$ cat src/rtl/riscv_mem_if_pkg.sv
// Shared definitions for the load/store bus adapter: access size codes,
// FSM state type and the alignment/legality helper.
package riscv_mem_pkg;

  localparam logic [1:0] SZ_B = 2'd0;
  localparam logic [1:0] SZ_H = 2'd1;
  localparam logic [1:0] SZ_W = 2'd2;
  localparam logic [1:0] SZ_D = 2'd3;

  typedef enum logic [2:0] {
    IDLE,
    REQ,
    WAIT_R,
    DONE,
    ERR
  } state_t;

  // True when the access size is supported and the address is naturally aligned.
  function automatic logic access_ok(input logic [1:0] size, input logic [2:0] low,
                                     input logic has_double);
    case (size)
      SZ_B:    access_ok = 1'b1;
      SZ_H:    access_ok = ~low[0];
      SZ_W:    access_ok = (low[1:0] == 2'b00);
      default: access_ok = has_double && (low == 3'b000);
    endcase
  endfunction

endpackage

$ cat src/rtl/riscv_mem_if_if.sv
// Valid/ready data bus between the adapter (master) and memory/interconnect (slave).
interface riscv_bus_if #(
  parameter int XLEN   = 32,
  parameter int ADDR_W = 32
);
  localparam int NB = XLEN / 8;

  logic              valid;
  logic              ready;
  logic              we;
  logic [ADDR_W-1:0] addr;
  logic [XLEN-1:0]   wdata;
  logic [NB-1:0]     be;
  logic              rvalid;
  logic [XLEN-1:0]   rdata;
  logic              err;

  modport master (output valid, we, addr, wdata, be,
                  input  ready, rvalid, rdata, err);
  modport slave  (input  valid, we, addr, wdata, be,
                  output ready, rvalid, rdata, err);
endinterface

$ cat src/rtl/riscv_mem_if_lane_align.sv
// Byte-lane steering: store replication, byte enables, and load lane
// extraction with sign/zero extension. Purely combinational.
module riscv_lane_align
  import riscv_mem_pkg::*;
#(
  parameter int XLEN = 32
) (
  input  logic [1:0]                  size,
  input  logic                        uns,
  input  logic [$clog2(XLEN/8)-1:0]   off,
  input  logic [XLEN-1:0]             st_data,
  input  logic [XLEN-1:0]             ld_word,
  output logic [XLEN-1:0]             st_rep,
  output logic [XLEN/8-1:0]           be,
  output logic [XLEN-1:0]             ld_ext
);
  localparam int NB = XLEN / 8;

  logic [XLEN-1:0] shifted;
  logic [XLEN-1:0] mask;
  logic            sign_bit;

  // Replicate the store value across every lane and enable only the addressed bytes.
  always_comb begin
    st_rep = st_data;
    be     = '1;
    case (size)
      SZ_B: begin
        st_rep = {NB{st_data[7:0]}};
        be     = NB'(1) << off;
      end
      SZ_H: begin
        st_rep = {(NB/2){st_data[15:0]}};
        be     = NB'(3) << off;
      end
      SZ_W: begin
        st_rep = {(NB/4){st_data[31:0]}};
        be     = NB'(4'hF) << off;
      end
      default: ;
    endcase
  end

  // Shift the addressed lane down to bit 0, then mask and fill the upper bits.
  always_comb begin
    shifted  = ld_word >> {off, 3'b000};
    mask     = '1;
    sign_bit = 1'b0;
    case (size)
      SZ_B: begin
        mask     = XLEN'(8'hFF);
        sign_bit = shifted[7];
      end
      SZ_H: begin
        mask     = XLEN'(16'hFFFF);
        sign_bit = shifted[15];
      end
      SZ_W: begin
        mask     = XLEN'(32'hFFFF_FFFF);
        sign_bit = shifted[31];
      end
      default: ;
    endcase
    ld_ext = (shifted & mask) | ((sign_bit & ~uns) ? ~mask : '0);
  end

endmodule

$ cat src/rtl/riscv_mem_if.sv
// Load/store adapter from the core's memory port to a variable-latency
// valid/ready bus. Optional bus wait limit enabled by RISCV_MEM_IF_TIMEOUT_EN.
//
// state  | meaning
// IDLE   | waiting for core_req; illegal/misaligned requests go straight to ERR
// REQ    | bus_valid high with latched payload until bus_ready
// WAIT_R | load accepted, waiting for bus_rvalid
// DONE   | one-cycle core_done pulse
// ERR    | one-cycle core_err pulse
module riscv_mem_if
  import riscv_mem_pkg::*;
#(
  parameter int XLEN           = 32,
  parameter int ADDR_W         = 32,
  parameter int TIMEOUT_CYCLES = 256
) (
  input  logic              clk,
  input  logic              reset,
  input  logic              core_req,
  input  logic              core_we,
  input  logic [1:0]        core_size,
  input  logic              core_uns,
  input  logic [ADDR_W-1:0] core_addr,
  input  logic [XLEN-1:0]   core_wdata,
  output logic [XLEN-1:0]   core_rdata,
  output logic              core_stall,
  output logic              core_done,
  output logic              core_err,
  riscv_bus_if.master       bus
);
  localparam int NB    = XLEN / 8;
  localparam int OFF_W = $clog2(NB);

  state_t            state_q, state_d;
  logic [ADDR_W-1:0] addr_q;
  logic              we_q;
  logic [1:0]        size_q;
  logic              uns_q;
  logic [XLEN-1:0]   wdata_q;
  logic [XLEN-1:0]   rdata_q;

  logic              legal;
  logic              handshake;
  logic              timeout;
  logic [XLEN-1:0]   st_rep;
  logic [NB-1:0]     st_be;
  logic [XLEN-1:0]   ld_ext;

  assign legal     = access_ok(core_size, core_addr[2:0], XLEN == 64);
  assign handshake = (state_q == REQ) && bus.ready;

  riscv_lane_align #(.XLEN(XLEN)) u_align (
    .size    (size_q),
    .uns     (uns_q),
    .off     (addr_q[OFF_W-1:0]),
    .st_data (wdata_q),
    .ld_word (bus.rdata),
    .st_rep  (st_rep),
    .be      (st_be),
    .ld_ext  (ld_ext)
  );

`ifdef RISCV_MEM_IF_TIMEOUT_EN
  localparam int CNT_W = $clog2(TIMEOUT_CYCLES + 1);
  logic [CNT_W-1:0] cnt_q;

  assign timeout = (cnt_q == CNT_W'(TIMEOUT_CYCLES - 1));

  // Count cycles spent on the bus; restart whenever a new request is issued.
  always_ff @(posedge clk) begin
    if (reset)
      cnt_q <= '0;
    else if (state_q == IDLE)
      cnt_q <= '0;
    else if (state_q == REQ || state_q == WAIT_R)
      cnt_q <= cnt_q + 1'b1;
  end
`else
  logic unused_timeout_cfg;
  assign timeout            = 1'b0;
  assign unused_timeout_cfg = ^32'(TIMEOUT_CYCLES);
`endif

  // State register.
  always_ff @(posedge clk) begin
    if (reset) state_q <= IDLE;
    else       state_q <= state_d;
  end

  // Next-state logic; a response in the limit cycle still wins over the timeout.
  always_comb begin
    state_d = state_q;
    case (state_q)
      IDLE:   if (core_req) state_d = legal ? REQ : ERR;
      REQ:    if (handshake) state_d = we_q ? DONE : WAIT_R;
              else if (timeout) state_d = ERR;
      WAIT_R: if (bus.rvalid) state_d = bus.err ? ERR : DONE;
              else if (timeout) state_d = ERR;
      default: state_d = IDLE;
    endcase
  end

  // Latch the request payload so the bus side stays stable while the core is frozen.
  always_ff @(posedge clk) begin
    if (reset) begin
      addr_q  <= '0;
      we_q    <= 1'b0;
      size_q  <= SZ_B;
      uns_q   <= 1'b0;
      wdata_q <= '0;
    end else if (state_q == IDLE && core_req && legal) begin
      addr_q  <= core_addr;
      we_q    <= core_we;
      size_q  <= core_size;
      uns_q   <= core_uns;
      wdata_q <= core_wdata;
    end
  end

  // Load result is only updated by an error-free response.
  always_ff @(posedge clk) begin
    if (reset)
      rdata_q <= '0;
    else if (state_q == WAIT_R && bus.rvalid && !bus.err)
      rdata_q <= ld_ext;
  end

  assign bus.valid  = (state_q == REQ);
  assign bus.we     = (state_q == REQ) && we_q;
  assign bus.addr   = (state_q == REQ) ? {addr_q[ADDR_W-1:OFF_W], OFF_W'(0)} : '0;
  assign bus.wdata  = (state_q == REQ) ? st_rep : '0;
  assign bus.be     = (state_q != REQ) ? '0 : (we_q ? st_be : '1);

  assign core_rdata = rdata_q;
  assign core_done  = (state_q == DONE);
  assign core_err   = (state_q == ERR);
  assign core_stall = ~reset & (((state_q == IDLE) && core_req) ||
                                (state_q == REQ) || (state_q == WAIT_R));

endmodule

$ cat src/flat_wrapper.sv
// flat-port wrapper written by rule: the top's interface ports become plain ports
module riscv_mem_if_flat import riscv_mem_pkg::*;
#(
  parameter int XLEN           = 32,
  parameter int ADDR_W         = 32,
  parameter int TIMEOUT_CYCLES = 256
)
  (clk, reset, core_req, core_we, core_size, core_uns, core_addr, core_wdata, core_rdata, core_stall, core_done, core_err, bus_valid, bus_we, bus_addr, bus_wdata, bus_be, bus_ready, bus_rvalid, bus_rdata, bus_err);
  riscv_bus_if #(.XLEN(XLEN), .ADDR_W(ADDR_W)) bus_i ();
  input  logic clk;
  input  logic reset;
  input  logic core_req;
  input  logic core_we;
  input  logic [1:0] core_size;
  input  logic core_uns;
  input  logic [ADDR_W-1:0] core_addr;
  input  logic [XLEN-1:0] core_wdata;
  output logic [XLEN-1:0] core_rdata;
  output logic core_stall;
  output logic core_done;
  output logic core_err;
  output wire logic [$bits(bus_i.valid)-1:0] bus_valid;
  output wire logic [$bits(bus_i.we)-1:0] bus_we;
  output wire logic [$bits(bus_i.addr)-1:0] bus_addr;
  output wire logic [$bits(bus_i.wdata)-1:0] bus_wdata;
  output wire logic [$bits(bus_i.be)-1:0] bus_be;
  input wire logic [$bits(bus_i.ready)-1:0] bus_ready;
  input wire logic [$bits(bus_i.rvalid)-1:0] bus_rvalid;
  input wire logic [$bits(bus_i.rdata)-1:0] bus_rdata;
  input wire logic [$bits(bus_i.err)-1:0] bus_err;
  assign bus_valid = bus_i.valid;
  assign bus_we = bus_i.we;
  assign bus_addr = bus_i.addr;
  assign bus_wdata = bus_i.wdata;
  assign bus_be = bus_i.be;
  assign bus_i.ready = bus_ready;
  assign bus_i.rvalid = bus_rvalid;
  assign bus_i.rdata = bus_rdata;
  assign bus_i.err = bus_err;
  riscv_mem_if #(.XLEN(XLEN), .ADDR_W(ADDR_W), .TIMEOUT_CYCLES(TIMEOUT_CYCLES)) u_core (.clk(clk), .reset(reset), .core_req(core_req), .core_we(core_we), .core_size(core_size), .core_uns(core_uns), .core_addr(core_addr), .core_wdata(core_wdata), .core_rdata(core_rdata), .core_stall(core_stall), .core_done(core_done), .core_err(core_err), .bus(bus_i));
endmodule
$ cat config.mk
export PLATFORM = sky130hd
export DESIGN_NAME = riscv_mem_if_flat
export DESIGN_NICKNAME = d
export VERILOG_FILES = /design/src/rtl/riscv_mem_if_pkg.sv /design/src/rtl/riscv_mem_if_if.sv /design/src/rtl/riscv_mem_if_lane_align.sv /design/src/rtl/riscv_mem_if.sv /design/src/flat_wrapper.sv
export SDC_FILE = /design/constraint.sdc
export NUM_CORES = 1
export LEC_CHECK = 0
export BUFFER_PORTS_ARGS = -buffer_cell sky130_fd_sc_hd__buf_2
export CORE_AREA = 4 4 102 104
export CTS_BUF_LIST = sky130_fd_sc_hd__clkbuf_8
export DETAILED_ROUTE_END_ITERATION = 7
export DIE_AREA = 0 0 106 108
export GPL_TIMING_DRIVEN = 1
export PLACE_DENSITY = 0.87
export SKIP_LAST_GASP = 1
export SLEW_MARGIN = 20
export SYNTH_ARGS = -nofsm -noshare
export SYNTH_HDL_FRONTEND = slang
export SYNTH_SLANG_ARGS = --single-unit
$ cat constraint.sdc
create_clock -name clk -period 5.1 [get_ports clk]
set_input_delay 1.02 -clock clk [delete_from_list [all_inputs] [get_ports clk]]
set_output_delay 1.02 -clock clk [all_outputs]
set_load 0.02 [all_outputs]
# Yosys cells after proc, flatten, opt, wreduce, memory -nomap -nowiden
# Index checks and enable logic that the tools add are counted.
dict set report totals {
  register_bits 103
  input_bits 106
  out_inout_bits 105
  word_cells 62
}
dict set report classes {
  n_eq_ne 12
  n_shift 4
  mux 17
  bitwise_logic 8
  reduce_logical 14
}
# op n
set ops {}
lappend ops {{32-bit case mux with 2 select lines} 2}
lappend ops {{32-bit two-way mux} 3}
lappend ops {{32-bit AND} 1}
lappend ops {{32-bit NOT} 1}
lappend ops {{32-bit OR} 1}
lappend ops {{32-bit by 5-bit >> shifter with 32-bit output} 1}
lappend ops {{3-bit two-way mux} 5}
lappend ops {{4-bit case mux with 3 select lines} 1}
lappend ops {{3-bit case mux with 3 select lines} 1}
lappend ops {{4-bit two-way mux} 2}
lappend ops {{3-bit by 2-bit == test with 1-bit output, second input constant} 2}
lappend ops {{1-bit logical AND} 6}
lappend ops {{2-bit logical NOT} 3}
lappend ops {{1-bit case mux with 3 select lines} 2}
lappend ops {{2-bit by 1-bit == test with 1-bit output, second input constant} 2}
lappend ops {{2-bit == test, second input constant} 2}
lappend ops {{2-bit inequality test, second input constant} 2}
lappend ops {{1-bit by 2-bit left shift with 4-bit output, first input constant} 1}
lappend ops {{2-bit by 2-bit left shift with 4-bit output, first input constant} 1}
lappend ops {{4-bit by 2-bit left shift with 4-bit output, first input constant} 1}
lappend ops {{3-bit by 1-bit == test with 1-bit output, second input constant} 1}
lappend ops {{3-bit == test, second input constant} 1}
lappend ops {{3-bit logical NOT} 1}
lappend ops {{3-bit by 1-bit inequality test with 1-bit output, second input constant} 1}
lappend ops {{other kinds (7)} 11}

# Longest topological paths before layout
# Gate-level depths: netlist (run 1).
dict set report depth {
  word_depth 5
  mapped_depth 8
  ltp_nobuf 6
}

# By module
# Synthesis (run 1) repeated with hierarchy kept, for this count alone.
dict set report hier_totals {
  cells_unflattened 730
  area_unflattened_um2 5406.4
}
# mod n_inst cells_each area_each_um2 seq_area_each_um2
set by_module_without_submodules {}
lappend by_module_without_submodules {riscv_mem_if 1 550 4187.8 2062.0}
lappend by_module_without_submodules {riscv_lane_align 1 180 1218.7 0.0}

# Worst setup path before layout (run 1)
# No wires, ideal clock.
dict set report synth_timing {
  kind {input-to-output}
  startpoint {in reset}
  endpoint {out core_stall}
  arrival_time_ns 2.427
  t_required_ns 4.080
  setup_slack_ns 1.653
  path_stages 3
  n_path_buf 2
  cell_sequence {clkbuf_1 clkbuf_1 a2111oi_0}
}
dict set report synth_via {
  elab_chain_cells 2
}
# item line
set synth_rtl {}
lappend synth_rtl {{start: declaration} flat_wrapper.sv:11} ;# input logic reset;
lappend synth_rtl {{1-bit NOT} riscv_mem_if.sv:137} ;# assign core_stall = ~reset & (((state_q == IDLE) && core_req) ||
lappend synth_rtl {{1-bit AND} riscv_mem_if.sv:137}
lappend synth_rtl {{end: declaration} flat_wrapper.sv:19} ;# output logic core_stall;
# Every way passes these cells.

# Worst setup path in the final report (run 1)
dict set report layout_timing {
  startpoint {reg u_core.state_q[1]}
  endpoint {out bus_addr[29]}
}
dict set report layout_via {
  elab_chain_cells 2
}
# item line
set layout_rtl {}
lappend layout_rtl {{start: declaration} riscv_mem_if.sv:34} ;# state_t state_q, state_d;
lappend layout_rtl {{start signal: assignment} riscv_mem_if.sv:87} ;# else state_q <= state_d;
lappend layout_rtl {{3-bit by 1-bit == test with 1-bit output} riscv_mem_if.sv:130} ;# assign bus.addr = (state_q == REQ) ? {addr_q[ADDR_W-1:OFF_W], OFF_W'(0)} : '0;
lappend layout_rtl {{32-bit two-way mux} riscv_mem_if.sv:130}
lappend layout_rtl {{end: declaration} flat_wrapper.sv:24} ;# output wire logic [$bits(bus_i.addr)-1:0] bus_addr;
# Every way passes these cells.

==> impl_metrics.ini, run 1 <==
[logic_synthesis]
yosysMostFrequentCell = nand2_1
synthTopCellsByArea = dfxtp_1, nand2_1, a21oi_1, and2_1, mux2_2
ys_warn_count = 0
seq_area_frac_synth_pct = 40.95
synth_seq_cells = 103
yosys.area.top_type = dfxtp_1
synth-async-reset-ratio_pct = 0
ys_top_cells_by_count = nand2_1, dfxtp_1, a21oi_1
avgSynthCellArea_sq_um = 7.448
yosysUniqueCellTypes = 43
netlist.area_leader.share_pct = 40.95
synth_flop_cell = dfxtp_1
syn_area_sq_um = 5035
synth_edf_count = 0
synth_cells = 676

[sta]
finClkSkew_ns = 0.009202
worstMarginPinSlew_ns = 1.055
max_slew_margin_pct = 29.43
tns_ns = 0
slew_viol_final = 0
setup_ws_ns = 1.034
rsz0062_at_grt = no
fmax_ghz = 0.2459
min_period_ns = 4.066
hold_violations = 0
period_share_pct = 79.73
setup-violations-final = 0

[cells_and_area]
drive_above_1_share_pct = 29.49
layout.nets = 958
area_growth_pct = 24.60
antenna_cells = 0

[power_and_ir_drop]
pwr-share-seq_pct = 51.8
p_sw_uw = 501.0
power.leakage_nw = 2.665
combPwrFrac_pct = 16.5
swShare_pct = 29.90
power_density_nw_per_um2 = 267.1
power.clock.fraction_pct = 31.6
power_mw = 1.676
intPower_mw = 1.175
peakVddDrop_v = 0.0001653

[placed_design]
pre_cts_ws_ns = 1.418
place.gp.congestion = 0.9520
place_hpwl_um = 10810
port_buffers = 208

[detailed_routing]
drt_iter0_markers = 341
drtPass1Iterations = 5
vias = 5176
wl_per_cell_um = 15.26
wl_um = 15020
via_per_inst = 5.260
ant_nets = 0
drcViolationCount = 0

[critical_path]
start_kind = flip-flop
crit_type = flip-flop to output pin
worstPathRequired_ns = 4.08
crit_path_max_fanout = 40
worst_setup_path_end_kind = output pin
cp_data_arrival_time_ns = 3.05

[clock_tree]
ctsHtreeMaxLevel = 3
cts_tree = built
cts.sinks = 103
cts_buffer_depth = 2
clkTransAtPathRegs_ns = 0.10
numCtsBuffers = 9
cts_resized = 0
clock-root-buffer = clkbuf_8
cts_setup_buffers = 0
hold_buffers = 0
clk_latency_ns = 0.36

[die]
die_w_um = 106
io_pins = 211
fp.coreArea_sq_um = 9549
fp-row-count = 36
die_h_um = 108
die-area_sq_um = 11450
initial_core_util_pct = 52.73

[global_route]
antenna_found_initial = 1
grt_max_degree = 104
grt_pass1_vias = 4919
grt_pass1_wl_um = 23750
grt_overflow = 0
track_usage_pct = 25.61

[flow_run]
maxCapViolCount = 0

[worst_hold_path]
min_path_type = flip-flop to flip-flop

[run_status]
status = complete, no violations
[sequential cells by signal (all words and copies together), names as in the netlist]
register	cells
u_core.addr_q	32
u_core.we_q	1
u_core.core_rdata	32
u_core.wdata_q	32
u_core.state_q	3
u_core.uns_q	1
u_core.size_q	2
[worst max-delay path, stage by stage (launching register included)]
cell and delay (ns):
dfxtp_1 0.51, nor2b_1 0.12, nand2b_1 0.75, inv_1 0.74
and2_1 0.38, buf_2 0.16
[power groups by stage]
stage	logic [mW]	clock network, mW	registers, mW
floorplan	0.185	0	0.874
global placement	0.269	0	0.885
detailed placement	0.276	0	0.886
CTS	0.276	0.543	0.868
global route	0.309	0.575	0.873
finish	0.277	0.530	0.869
[routing by layer]
layer	share of wire, %	GRT usage [%]	routed length, um
met1	42	32.31	6333
met2	49	43.53	7298
met4	1.5	8.326	232
met5	0.047	0	7
met3	7.6	5.970	1147
[cell type report]
cell class                      instances  area (sq um)
Clock buffer                            9         123.9
Clock inverter                          7         80.08
Fill cell                             871          3276
Inverter                                6         22.52
Multi-Input combinational cell        513          2736
Sequential cell                       103          2063
Tap cell                              133         166.4
Timing Repair Buffer                  213          1081
[final timing paths]
path / start / to / slack, ns / depth (start not counted)
setup / recovery: u_core.state_q[1] / bus_addr[29] / 1.03 / 5
hold / removal: u_core.addr_q[22] / u_core.addr_q[22] / 0.45 / 2
setup reg to reg: u_core.addr_q[0] / u_core.core_rdata[28] / 2.40 / 4
hold reg to reg: u_core.addr_q[22] / u_core.addr_q[22] / 0.45 / 2
[kinds of logic after synthesis]
logic type,count (synthesis),synth area share [%]
mux,25,5.616
buf+inv,61,5.020
flops,103,40.95
other cells,1,0.07448
fa+ha+maj,6,1.491
simple gates,322,27.49
compound gates,158,19.36
[metrics by stage]
stage / hold slack [ns] / util [%] / instances / cell area (sq um)
after CTS: 0.4570 / 65.68 / 984 / 6272
after global placement: 0.4400 / 63.55 / 968 / 6068
after floorplan: 0.4317 / - / 677 / 5039
final: 0.4545 / 65.70 / 984 / 6274
after detailed placement: 0.4418 / 63.55 / 968 / 6068
after global routing: 0.4721 / 65.70 / 984 / 6274
[cell usage in the layout, fill, tap and decap left out, drive strengths merged, types with 4 or more instances in the layout]
master     n
nor2b      6
o2bb2ai    7
a211oi    17
a21oi     96
buf      213
inv        8
mux2      16
nor2      34
dfxtp    103
a311oi     7
ha         6
nor3       5
and2      41
o21a       4
a31oi      8
nand2b     8
clkbuf     9
mux2i      8
o211ai     8
nand2    220
No activity file was read; power rests on OpenSTA's default activity.
==> inputs of run 2 (changes only) <==
--- a/config.mk
+++ b/config.mk
@@ -6,12 +6,12 @@
 export NUM_CORES = 1
 export LEC_CHECK = 0
 export BUFFER_PORTS_ARGS = -buffer_cell sky130_fd_sc_hd__buf_2
-export CORE_AREA = 4 4 102 104
+export CORE_AREA = 4 4 106 108
 export CTS_BUF_LIST = sky130_fd_sc_hd__clkbuf_8
 export DETAILED_ROUTE_END_ITERATION = 7
-export DIE_AREA = 0 0 106 108
+export DIE_AREA = 0 0 110 112
 export GPL_TIMING_DRIVEN = 1
-export PLACE_DENSITY = 0.87
+export PLACE_DENSITY = 0.81
 export SKIP_LAST_GASP = 1
 export SLEW_MARGIN = 20
 export SYNTH_ARGS = -nofsm -noshare
==> constraint.sdc (replaced) <==
create_clock -name clk -period 3.92 [get_ports clk]
set_input_delay 0.784 -clock clk [delete_from_list [all_inputs] [get_ports clk]]
set_output_delay 0.784 -clock clk [all_outputs]
set_load 0.02 [all_outputs]
==> impl_metrics.ini, run 2 (synthesis gave the netlist of run 1 again) <==
[clock_tree]
numCtsBuffers = 9
cts_buffer_depth = 2
cts_resized = 0
cts_setup_buffers = 0
clk_latency_ns = 0.36
cts.sinks = 103
ctsHtreeMaxLevel = 3
clkTransAtPathRegs_ns = 0.09
cts_tree = built
clock-root-buffer = clkbuf_8
hold_buffers = 0

[global_route]
grt_pass1_wl_um = 23630
grt_overflow = 0
grt_pass1_vias = 4848
antenna_found_initial = 1
track_usage_pct = 23.67
grt_max_degree = 104

[die]
fp-row-count = 37
die_h_um = 112
die_w_um = 110
fp.coreArea_sq_um = 10230
die-area_sq_um = 12320
io_pins = 211
initial_core_util_pct = 49.21

[cells_and_area]
layout.nets = 961
nFillCells = 1031
area_growth_pct = 25.12
design_area_sq_um = 6300
final_common_cell = nand2_1
mostFrequentLayoutCells = nand2_1, buf_2, dfxtp_1, a21oi_1, and2_1
drive_above_1_share_pct = 29.63

[run_status]
status = complete, no violations

[power_and_ir_drop]
power_mw = 2.134
power.leakage_nw = 2.678
power_density_nw_per_um2 = 338.8
peakVddDrop_v = 0.0002355

[sta]
rsz0062_at_grt = no
max_slew_margin_pct = 28.50
period_share_pct = 82.64
setup_ws_ns = 0.6805
finClkSkew_ns = 0.01573
tns_ns = 0
fmax_ghz = 0.3087
min_period_ns = 3.239
hold_ws_ns = 0.4544
slew_viol_final = 0
worstMarginPinSlew_ns = 1.072
setup-violations-final = 0
hold_violations = 0

[detailed_routing]
via_per_inst = 5.220
drcViolationCount = 0
wl_per_cell_um = 15.12
drtPass1Iterations = 4
vias = 5173
ant_nets = 0
drt_iter0_markers = 393
wl_um = 14980

[critical_path]
worstPathRequired_ns = 3.14
cp_slowest_cell = inv_1
cp_data_arrival_time_ns = 2.46
crit_type = flip-flop to output pin
cpPeakStageDelay_ns = 0.72
start_kind = flip-flop
critPathBufInv = 3
path_delay_family = buffers and inverters
path_cells = nor2b_1 -> nand2b_1 -> buf_4 -> inv_1 -> and2_1 -> buf_2
worst_setup_path_end_kind = output pin
crit_path_max_fanout = 40

[placed_design]
pre_cts_ws_ns = 1.050
place.gp.congestion = 0.8241
port_buffers = 208
place_hpwl_um = 10970
placed_cell_area_sq_um = 6107

[flow_run]
maxCapViolCount = 0

[worst_hold_path]
min_path_type = flip-flop to flip-flop
run 2: power by group:
group / leakage (nW) / total [mW] / internal (mW) / switching, mW
registers: 0.836 / 1.13 / 1.09 / 0.0351
clock network: 0.0963 / 0.641 / 0.271 / 0.369
logic: 1.74 / 0.368 / 0.139 / 0.229
total: 2.68 / 2.13 / 1.50 / 0.634
run 2: layer usage:
layer / part of all wire [%] / up-vias / track usage, %
met5: 0 / - / 0
met2: 48 / 196 / 39.28
met3: 8.1 / 17 / 5.101
li1: - / 2602 / -
met4: 1.7 / 0 / 5.819
met1: 42 / 2358 / 31.06
run 2: cell type report:
class	instances	area (sq um)	area share, %
multi-input cells	513	2736	43.44
well taps	136	170.2	2.701
clock inverters	5	38.79	0.6157
clock buffers	11	151.4	2.403
diodes	1	2.502	0.03972
repair buffers	216	1116	17.72
inverters	6	22.52	0.3575
flip-flops and latches	103	2062	32.73
run 2: final timing paths:
path / startpoint / to / slack (ns) / depth (start not counted)
worst max-delay path: u_core.state_q[0] / bus_wdata[7] / 0.68 / 6
worst min-delay path: u_core.addr_q[23] / u_core.addr_q[23] / 0.45 / 2
worst max register to register: u_core.size_q[0] / u_core.core_rdata[27] / 1.37 / 6
worst min register to register: u_core.addr_q[23] / u_core.addr_q[23] / 0.45 / 2
run 2: worst reg2reg max path: stages (launching register included):
cell and delay, ns:
dfxtp_1 0.39, inv_1 0.11, ha_1 0.38, or2_2 0.46
nor3_1 0.71, nand2_1 0.14, a211oi_1 0.26
run 2: stage by stage:
stage	instances	utilization, %
floorplan	677	-
finish	991	61.58
detailed placement	974	59.69
global route	991	61.58
CTS	990	61.55
global placement	974	59.69
==> inputs of run 3 (changes only) <==
==> constraint.sdc (replaced) <==
create_clock -name clk -period 3.01 [get_ports clk]
set_input_delay 0.602 -clock clk [delete_from_list [all_inputs] [get_ports clk]]
set_output_delay 0.602 -clock clk [all_outputs]
set_load 0.02 [all_outputs]
==> impl_metrics.ini, run 3 (synthesis gave the netlist of run 1 again) <==
[critical_path]
path_delay_family = buffers and inverters
start_kind = flip-flop
critPathBufInv = 3
crit_path_max_fanout = 16
r2r_end = u_core.core_rdata[14]
crit_type = flip-flop to output pin
cp_data_arrival_time_ns = 2.12
cpPeakStageDelay_ns = 0.39
worst_setup_path_end_kind = output pin
worstPathRequired_ns = 2.41
cp_slowest_cell = dfxtp_1
rr_worst_depth = 5
path_cells = inv_1 -> ha_1 -> nor2_1 -> buf_4 -> nand2_1 -> a31oi_1 -> buf_2
reg2reg_slack_ns = 0.67
r2r-start = u_core.addr_q[1]

[placed_design]
place.gp.congestion = 0.8488
dp.cells = 979
port_buffers = 208
place_hpwl_um = 10880

[cells_and_area]
final_util_pct = 62.27
drive_above_1_share_pct = 30.15
layout.nets = 966
area_growth_pct = 26.54
antenna_cells = 0
final_cell_count_no_fill = 995
nFillCells = 988
final_common_cell = nand2_1
mostFrequentLayoutCells = nand2_1, buf_2, dfxtp_1, a21oi_1, and2_1

[clock_tree]
cts_buffer_depth = 2
cts_tree = built
ctsHtreeMaxLevel = 3
clkTransAtPathRegs_ns = 0.11
hold_buffers = 0
clk_latency_ns = 0.37
cts_resized = 0
cts_setup_buffers = 0
numCtsBuffers = 9
cts.sinks = 103
clock-root-buffer = clkbuf_8

[power_and_ir_drop]
combPwrFrac_pct = 16.7
p_sw_uw = 846.8
swShare_pct = 28.89
power.leakage_nw = 2.724
intPower_mw = 2.084
power.clock.fraction_pct = 33.4
power_density_nw_per_um2 = 460.1
pwr-share-seq_pct = 49.9
peakVddDrop_v = 0.0002886
power_mw = 2.931

[worst_hold_path]
min_from = u_core.addr_q[13]
holdPathStages = 2
min_path_type = flip-flop to flip-flop
holdPathEnd = u_core.addr_q[13]

[die]
fp-row-count = 37
die_w_um = 110
die_h_um = 112
initial_core_util_pct = 49.21
io_pins = 211
fp.coreArea_sq_um = 10230
die-area_sq_um = 12320

[detailed_routing]
vias = 5296
drt_iter0_markers = 370
ant_nets = 0
via_per_inst = 5.323
wl_per_cell_um = 15.13
drcViolationCount = 0
drtPass1Iterations = 5
wl_um = 15050

[global_route]
grt_overflow = 0
grt_pass1_vias = 4796
antenna_found_initial = 1
track_usage_pct = 24.09
grt_max_degree = 68
grt_pass1_wl_um = 23830

[sta]
slew_viol_final = 0
tns_ns = 0
period_share_pct = 90.29
rsz0062_at_grt = no
min_period_ns = 2.718
hold_violations = 0
setup-violations-final = 0
worstMarginPinSlew_ns = 0.8195
finClkSkew_ns = 0.01307
fmax_ghz = 0.3680
max_slew_margin_pct = 45.16

[run_status]
status = complete, no violations

[flow_run]
maxCapViolCount = 0
## run 3: cell count changes in the layout (fill, tap and decap cells not counted), sizes merged
| cell | before | now |
|---|---|---|
| buf | 216 | 221 |
| bufinv | 0 | 2 |
| clkbuf | 11 | 9 |
| clkinvlp | 1 | 0 |
| diode | 1 | 0 |
| inv | 8 | 9 |
## run 3: worst register-to-register path, stage by stage (launching register included)
cell      delay, ns
dfxtp_1        0.60
buf_4          0.34
nor4bb_1       0.11
a211o_1        0.33
o211ai_1       0.60
a311oi_1       0.22
## run 3: final cells by class
| type | count | area [sq um] | area share, % |
|---|---|---|---|
| multi-input combinational | 513 | 2739 | 42.99 |
| sequential | 103 | 2062 | 32.36 |
| timing repair buffer | 221 | 1154 | 18.11 |
| tap | 136 | 170.2 | 2.671 |
| clock buffer | 9 | 123.9 | 1.944 |
| clock inverter | 7 | 100.1 | 1.571 |
| inverter | 6 | 22.52 | 0.3535 |
## run 3: how the worst max path moves through the flow
stage	startpoint	to	slack (ns)	cells past startpoint
finish	u_core.size_q[0]	bus_wdata[26]	0.29	7
global route	u_core.state_q[0]	bus_addr[25]	0.08	6
CTS	u_core.size_q[1]	bus_wdata[9]	0.16	7
detailed placement	u_core.size_q[1]	bus_wdata[9]	0.58	7
global placement	u_core.size_q[1]	bus_wdata[8]	0.63	7
floorplan	reset	core_stall	0.40	3
## run 3: metrics by stage
step	hold slack, ns	worst slack (ns)	cell area, sq um
after global placement	0.4378	0.6306	6145
after CTS	0.4373	0.1589	6369
after global routing	0.4339	0.07540	6371
after detailed placement	0.4423	0.5827	6145
final	0.4556	0.2923	6371
after floorplan	0.4317	0.3992	5039
## run 3: power by group through the flow
stage	registers (mW)	logic, mW	clock network (mW)
2_1_floorplan	1.48	0.313	0
6_report	1.46	0.491	0.979
4_1_cts	1.46	0.491	1.00
3_3_place_gp	1.49	0.485	0
3_5_place_dp	1.49	0.490	0
5_1_grt	1.47	0.547	1.06
## run 3: metal layers
metal  vias to the layer above  GRT usage [%]  part of all wire (%)
li1                       2613              -                     -
met1                      2423          31.23                    40
met2                       235          39.64                    49
met3                        23          5.855                   9.1
met4                         2          6.567                   1.5
met5                         -              0                 0.086
